`src/rtl/pdm_mic_sequencer.sv`:
```
// PDM microphone sequencer: drives mic_clock/mic_select and captures both stereo phases on every line.
// Build option MIC_DATA_SYNC_EN inserts a 2-flop synchronizer on mic_data ahead of capture.
`timescale 1ns/1ps
module pdm_mic_sequencer #(
  parameter int N_LINES        = 32,
  parameter int DIV_HALF       = 16,
  parameter int WARMUP_PERIODS = 16384
) (
  input  logic               clk,
  input  logic               reset,
  input  logic               start,
  input  logic               stop,
  input  logic               cfg_select,
  input  logic [N_LINES-1:0] mic_data,
  output logic               mic_clock,
  output logic               mic_select,
  output logic               busy,
  output logic               running,
  output logic [N_LINES-1:0] pdm_a,
  output logic [N_LINES-1:0] pdm_b,
  output logic               pdm_valid,
  input  logic               pdm_ready,
  output logic [15:0]        overrun_cnt,
  input  logic               overrun_clr
);

  typedef enum logic [1:0] {IDLE, WARMUP, RUN, STOPPING} state_t;

  localparam int PH_W    = $clog2(2 * DIV_HALF);
  localparam int WU_W    = (WARMUP_PERIODS > 1) ? $clog2(WARMUP_PERIODS) : 1;
  localparam int WU_LAST = (WARMUP_PERIODS > 0) ? WARMUP_PERIODS - 1 : 0;

  state_t             state;
  logic [PH_W-1:0]    ph;
  logic [PH_W-1:0]    ph_inc;
  logic [WU_W-1:0]    wu_cnt;
  logic [N_LINES-1:0] cap_a;
  logic [N_LINES-1:0] sample;
  logic               stop_in_run;
  logic               at_a;
  logic               at_wrap;
  logic               high_next;

`ifdef MIC_DATA_SYNC_EN
  logic [N_LINES-1:0] sync_q1;
  logic [N_LINES-1:0] sync_q2;

  always_ff @(posedge clk or posedge reset) begin
    if (reset) begin
      sync_q1 <= '0;
      sync_q2 <= '0;
    end else begin
      sync_q1 <= mic_data;
      sync_q2 <= sync_q1;
    end
  end

  assign sample = sync_q2;
`else
  assign sample = mic_data;
`endif

  assign at_a      = (ph == PH_W'(DIV_HALF - 1));
  assign at_wrap   = (ph == PH_W'(2 * DIV_HALF - 1));
  assign ph_inc    = at_wrap ? '0 : ph + PH_W'(1);
  assign high_next = (ph_inc < PH_W'(DIV_HALF));

  always_ff @(posedge clk or posedge reset) begin
    if (reset) begin
      state       <= IDLE;
      ph          <= '0;
      wu_cnt      <= '0;
      stop_in_run <= 1'b0;
      cap_a       <= '0;
      mic_clock   <= 1'b0;
      mic_select  <= 1'b0;
      busy        <= 1'b0;
      running     <= 1'b0;
      pdm_a       <= '0;
      pdm_b       <= '0;
      pdm_valid   <= 1'b0;
    end else begin
      pdm_valid <= 1'b0;
      if (state == IDLE) begin
        if (start && !stop) begin
          mic_select <= cfg_select;
          ph         <= '0;
          mic_clock  <= 1'b1;
          busy       <= 1'b1;
          wu_cnt     <= '0;
          if (WARMUP_PERIODS == 0) begin
            state   <= RUN;
            running <= 1'b1;
          end else begin
            state <= WARMUP;
          end
        end
      end else begin
        ph        <= ph_inc;
        mic_clock <= high_next;
        if (at_a) cap_a <= sample;
        // The B half is taken straight into pdm_b so the strobe lands one cycle after the capture.
        if (at_wrap && (state == RUN || (state == STOPPING && stop_in_run))) begin
          pdm_a     <= cap_a;
          pdm_b     <= sample;
          pdm_valid <= 1'b1;
        end
        case (state)
          WARMUP: begin
            if (stop) begin
              stop_in_run <= 1'b0;
              state       <= STOPPING;
            end else if (at_wrap) begin
              if (wu_cnt == WU_W'(WU_LAST)) begin
                state   <= RUN;
                running <= 1'b1;
              end else begin
                wu_cnt <= wu_cnt + WU_W'(1);
              end
            end
          end
          RUN: begin
            if (stop) begin
              stop_in_run <= 1'b1;
              state       <= STOPPING;
              running     <= 1'b0;
            end
          end
          default: ;
        endcase
        // A stop arriving on the wrap cycle completes that same period, so STOPPING is skipped.
        if (at_wrap && (state == STOPPING || stop)) begin
          state     <= IDLE;
          busy      <= 1'b0;
          running   <= 1'b0;
          ph        <= '0;
          mic_clock <= 1'b0;
        end
      end
    end
  end

  always_ff @(posedge clk or posedge reset) begin
    if (reset) begin
      overrun_cnt <= '0;
    end else if (overrun_clr) begin
      overrun_cnt <= '0;
    end else if (pdm_valid && !pdm_ready && overrun_cnt != 16'hFFFF) begin
      overrun_cnt <= overrun_cnt + 16'd1;
    end
  end

endmodule

```
`config.mk`:
```
export PLATFORM = sky130hd
export DESIGN_NAME = pdm_mic_sequencer
export DESIGN_NICKNAME = d
export VERILOG_FILES = /design/src/rtl/pdm_mic_sequencer.sv
export SDC_FILE = /design/constraint.sdc
export NUM_CORES = 1
export LEC_CHECK = 0
export BUFFER_PORTS_ARGS = -buffer_cell sky130_fd_sc_hd__buf_4
export CAP_MARGIN = 20
export CORE_UTILIZATION = 55
export DETAILED_ROUTE_END_ITERATION = 6
export GPL_TIMING_DRIVEN = 0
export HOLD_SLACK_MARGIN = 0.03
export PLACE_DENSITY = 0.8
export SLEW_MARGIN = 20
export SYNTH_ARGS = -nofsm -noshare
export SYNTH_HDL_FRONTEND = slang
export SYNTH_SLANG_ARGS = --single-unit
```
`constraint.sdc`:
```
create_clock -name clk -period 5.35 [get_ports clk]
set_input_delay 0.8025 -clock clk [delete_from_list [all_inputs] [get_ports clk]]
set_output_delay 0.8025 -clock clk [all_outputs]
set_load 0.02 [all_outputs]
```
## Yosys cells after proc, flatten, opt, wreduce, memory -nomap -nowiden

Cells that the tools add are included.

| cells by class | value |
|---|---|
| bitwise logic cells | 1 |
| magnitude comparators | 1 |
| muxes and demuxes | 35 |
| equality and inequality tests | 19 |
| $add $sub $neg | 3 |
| reductions and logical operators | 26 |

Operators with widths:

| operator | number |
|---|---|
| $mux 14 | 6 |
| $mux 16 | 2 |
| $mux 5 | 4 |
| $add 16x1->16 const B | 1 |
| $ne 16x16->1 const B | 1 |
| $add 14x1->14 const B | 1 |
| $eq 14x14->1 const B | 1 |
| $mux 2 | 7 |
| $mux 1 | 13 |
| $ne 5x5->1 const B | 2 |
| $reduce_and 5->1 | 2 |
| $reduce_bool 2->1 | 5 |
| $ne 3x3->1 const B | 3 |
| $reduce_and 2->1 | 4 |
| $logic_and 1x1->1 | 6 |
| $ne 2x2->1 const B | 3 |
| $reduce_and 6->1 | 1 |
| $add 5x1->5 const B | 1 |
| $eq 5x4->1 const B | 1 |
| $eq 5x5->1 const B | 1 |
| $lt 5x5->1 const B | 1 |
| $eq 2x2->1 const B | 2 |
| $ne 2x1->1 const B | 2 |
| $ne 4x3->1 const B | 1 |
| other kinds (11) | 14 |

| storage, ports and cells | value |
|---|---|
| bits of input ports | 39 |
| bits in registers | 139 |
| word-level logic and storage cells | 98 |
| output and inout bits | 85 |

## Longest topological paths before layout

| depth | value |
|---|---|
| word-level depth | 7 |
| depth in mapped cells | 8 |
| mapped depth without buffers | 7 |

## Worst setup path before layout

Ideal clock, no wire load.

| path | value |
|---|---|
| kind | register -> register |
| from | register ph[0] |
| to | register pdm_a[0] |
| arrival | 1940 ps |
| data required time | 5225 ps |
| cell stages (with the launch flop) | 8 |
| clock period less this slack | 2065 ps |
| buffers on the path | 2 |
| setup slack | 3285 ps |
| setup time | 125 ps |
| path through | dfrtp_1 > ha_1 > and3_1 > ha_1 > o211ai_1 > buf_2 > buf_2 > mux2_2 |

| on the way | value |
|---|---|
| longest elaborated chain between the ends | 3 |

Ends and longest elaborated chain:

| element | line | RTL |
|---|---|---|
| from (decl) | 34 | `logic [PH_W-1:0] ph;` |
| from (signal assigned) | 99 | `ph <= ph_inc;` |
| $eq 5x5->1 | 64 | `assign at_wrap = (ph == PH_W'(2 * DIV_HALF - 1));` |
| $logic_and 1x1->1 | 103 | `if (at_wrap && (state == RUN \|\| (state == STOPPING && stop_in_run))) begin` |
| $reduce_and 2->1 (no line) | -- |  |
| to (signal assigned) | 104 | `pdm_a <= cap_a;` |
| to (decl) | 19 | `output logic [N_LINES-1:0] pdm_a,` |

Every way passes these cells.
A chain may end at the register's enable or synchronous reset.

## Final worst setup path

| path | value |
|---|---|
| from | register ph[0] |
| to | register pdm_b[29] |

| on the way | value |
|---|---|
| longest elaborated chain between the ends | 3 |

Ends and longest elaborated chain:

| element | line | RTL |
|---|---|---|
| $eq 5x5->1 | 64 |  |
| $logic_and 1x1->1 | 103 |  |
| $reduce_and 2->1 (no line) | -- |  |
| to (signal assigned) | 105 | `pdm_b <= sample;` |
| to (decl) | 20 | `output logic [N_LINES-1:0] pdm_b,` |

Every way passes these cells.

==> out/metrics.csv <==
metric,value,unit
status,"finished, final reports clean",
min-delay worst type,in -> async,
CTS Buf Count,17,
DR WL/cell,17.4,um
Die ar.,0.0113,mm2
ratio of cells with drive above 1 in the final layout,0.448,
RSZ-0062 raised after global routing,no,
worst setup margin,2.88,ns
clk_skew,0.00975,ns
n_diodes,0,
first drt pass iteration count,4,
Yosys warning count,0,
vias per cell,5.66,
worst-path fanout max,10,
"commonest non-fill, non-tap cells in the layout","dfrtp_1, buf_4, mux2_2",
post-placement setup slack,2.88,ns
CTS tree,done,
sequential share of the synthesized area,0.582,
Register Area,0.00348,mm2
"Min Clock Period, post-route",2.47,ns
Final #Nets,651,
kind of critical path,reg -> reg,
gr usage total,0.249,
FMAX,405,MHz
Root Buffer,clkbuf_8,
"antenna viol nets, final",0,
Worst Setup End Kind,flip-flop,
vias in the first global route,4357,
Syn Area/Cell,12.9,um2
combinational cell fraction of total power,0.271,
gp weighted congestion,0.784,
pin count of the biggest net entering global routing,82,
"commonest non-fill, non-tap cell in the layout",dfrtp_1,
Total Power,0.00380,W
Port Buffers,122,
global-route wire length before repair,21.6,mm
worst skew pair latency,0.51,ns
Netlist cell types,55,
remaining global-route overflow,0,
routed vias,4271,
Worst R2R Setup Slack,2.88,ns
post-synth net total,509,
Finish-stage setup viols,0,
DIE HEIGHT,106,um
FILL cells,704,
post-cts resize count,0,
Fin Setup TNS,0,ns
worst slew pin tran,0.522,ns
I/O Pins,124,
area of the multi-input gates,0.00236,mm2
die width,106,um
setup bufs post-CTS,0,
VDD IR max,0.000356,V
CP max-delay cell,dfrtp_1,
Placed Cells incl. Taps,723,
initial antenna violation count,0,
cell taking the most area after synthesis,dfrtp_1,
Net Sw Power,0.00116,W
1st-iter DRT viols,204,
Synth top area share,0.582,
Initial Util,0.574,
# DRC,0,
post-synthesis register bit count,139,
switch share,0.305,
synthesis-to-finish area growth,28.8,%
Required @ worst endpoint,5.75,ns
synth top area cells,"dfrtp_1, mux2_2, a21oi_1",
CORE AREA,0.0104,mm2
Non-Filler Instances,754,
Site Rows,37,
crit-path cells,"ha_1, and3_1, ha_1, o211ai_1, buf_2, buf_2, mux2_2",
Tcrit/Tclk final,0.461,
count of hold-fix buffers inserted at cts,0,
Final Hold Fails,0,
Clock power frac,0.315,
crit start category,flip-flop,
clock-pin slew on the worst setup and hold paths,0.07,ns
CTS sink count,139,
Max Cap Viol,0,
H-tree depth,4,
hpwl dp,9.17,mm
Seq pwr share,0.414,
Pint,0.00264,W
Synth Instances,464,
maximum root-to-sink buffer count,2,
WP data arrival,2.86,ns
Leak,3.64,nW
final wirelength,13.1,mm
P per Cell Area,494,mW/mm2
CP max stage delay,0.41,ns
Pins Over Slew Limit,0,
mapped cell area,0.00598,mm2
Max-slew headroom,0.652,
## final timing paths
check | from | endpoint | cells past startpoint
min in group clk | mic_select$_DFFE_PP0P_ | mic_select$_DFFE_PP0P_ | 2
max in group asynchronous | reset | wu_cnt[9]$_DFFE_PP0P_ | 3
hold reg to reg | mic_select$_DFFE_PP0P_ | mic_select$_DFFE_PP0P_ | 2
setup reg to reg | ph[0]$_DFFE_PP0P_ | pdm_b[29]$_DFFE_PP0P_ | 7
hold / removal | reset | overrun_cnt[10]$_DFFE_PP0P_ | 2
setup / recovery | ph[0]$_DFFE_PP0P_ | pdm_b[29]$_DFFE_PP0P_ | 7
## power groups by stage
stage          Clock (W)  Combinational (W)  Sequential (W)
2_1_floorplan          0           0.000390         0.00178
3_3_place_gp           0            0.00100         0.00156
3_5_place_dp           0            0.00104         0.00159
4_1_cts          0.00120            0.00104         0.00157
5_1_grt          0.00125            0.00110         0.00161
6_report         0.00120            0.00103         0.00157
## cell families after synthesis
logic type / Yosys count / synth area share
flip-flops: 139 / 0.582
multiplexers: 104 / 0.195
XOR/XNOR: 2 / 0.00293
buffers and inverters: 32 / 0.0236
adder cells (fa/ha/maj): 6 / 0.0126
AND/OR/NAND/NOR: 114 / 0.116
AO/OA/AOI/OAI: 67 / 0.0688
## final cells by class
| class | instances | share of cell area |
|---|---|---|
| flip-flops and latches | 139 | 0.452 |
| multi-input cells | 293 | 0.306 |
| repair buffers | 123 | 0.123 |
| clock buffers | 17 | 0.0538 |
| clock inverters | 14 | 0.0242 |
| well taps | 136 | 0.0221 |
| plain buffers | 20 | 0.0125 |
| inverters | 12 | 0.00682 |
## registers in the layout (all words and copies together) (netlist names), 2 cells and up
| signal | cells |
|---|---|
| pdm_b | 32 |
| cap_a | 32 |
| ph | 5 |
| state | 2 |
| pdm_a | 32 |
| wu_cnt | 14 |
| overrun_cnt | 16 |
## per-layer routing
metal / part of all wire / track usage / vias to the layer above
li1: - / - / 1977
met1: 0.43 / 0.316 / 2144
met2: 0.50 / 0.411 / 132
met3: 0.063 / 0.0779 / 18
met4: 0.013 / 0.0764 / 0
met5: 0 / 0 / -
## critical path: cells and delay by family, from the launching register on
family | cells | cell delay, ns
AOI/OAI and AO/OA | 1 | 0.15
adders and majority gates | 2 | 0.53
buffers and inverters | 2 | 0.65
DFF | 1 | 0.41
muxes | 1 | 0.38
and+or+nand+nor | 1 | 0.23
## cells in the mapped netlist (all sizes together)
library cell / count
a31oi: 1
a22oi: 1
clkbuf: 6
or4: 2
o41ai: 1
o2111ai: 1
a21oi: 25
nand3: 11
nor3: 10
and2: 2
nor3b: 1
or4b: 1
nand2b: 3
ha: 6
inv: 12
o21bai: 1
o21ai: 20
a21o: 1
buf: 14
nor2b: 3
nand4: 8
a41o: 1
and4bb: 1
mux2i: 6
a22o: 2
and4: 5
and4b: 1
nor2: 13
and3b: 1
or3: 11
o31ai: 5
a311o: 1
nor4: 4
xnor2: 1
or2: 2
dfrtp: 139
nand2: 28
and3: 6
mux2: 98
a211oi: 3
nand4bb: 1
xor2: 1
o211ai: 4
## per-stage QoR
step | area (um2) | hold slack (ns) | util
final | 7700 | 0.307 | 0.739
after global routing | 7700 | 0.332 | 0.739
after CTS | 7700 | 0.314 | 0.739
after detailed placement | 7100 | 0.489 | 0.682
after global placement | 7070 | 0.462 | 0.678
after floorplan | 5980 | 0.437 | -
Note: power is estimated with default switching activity, not from simulation.
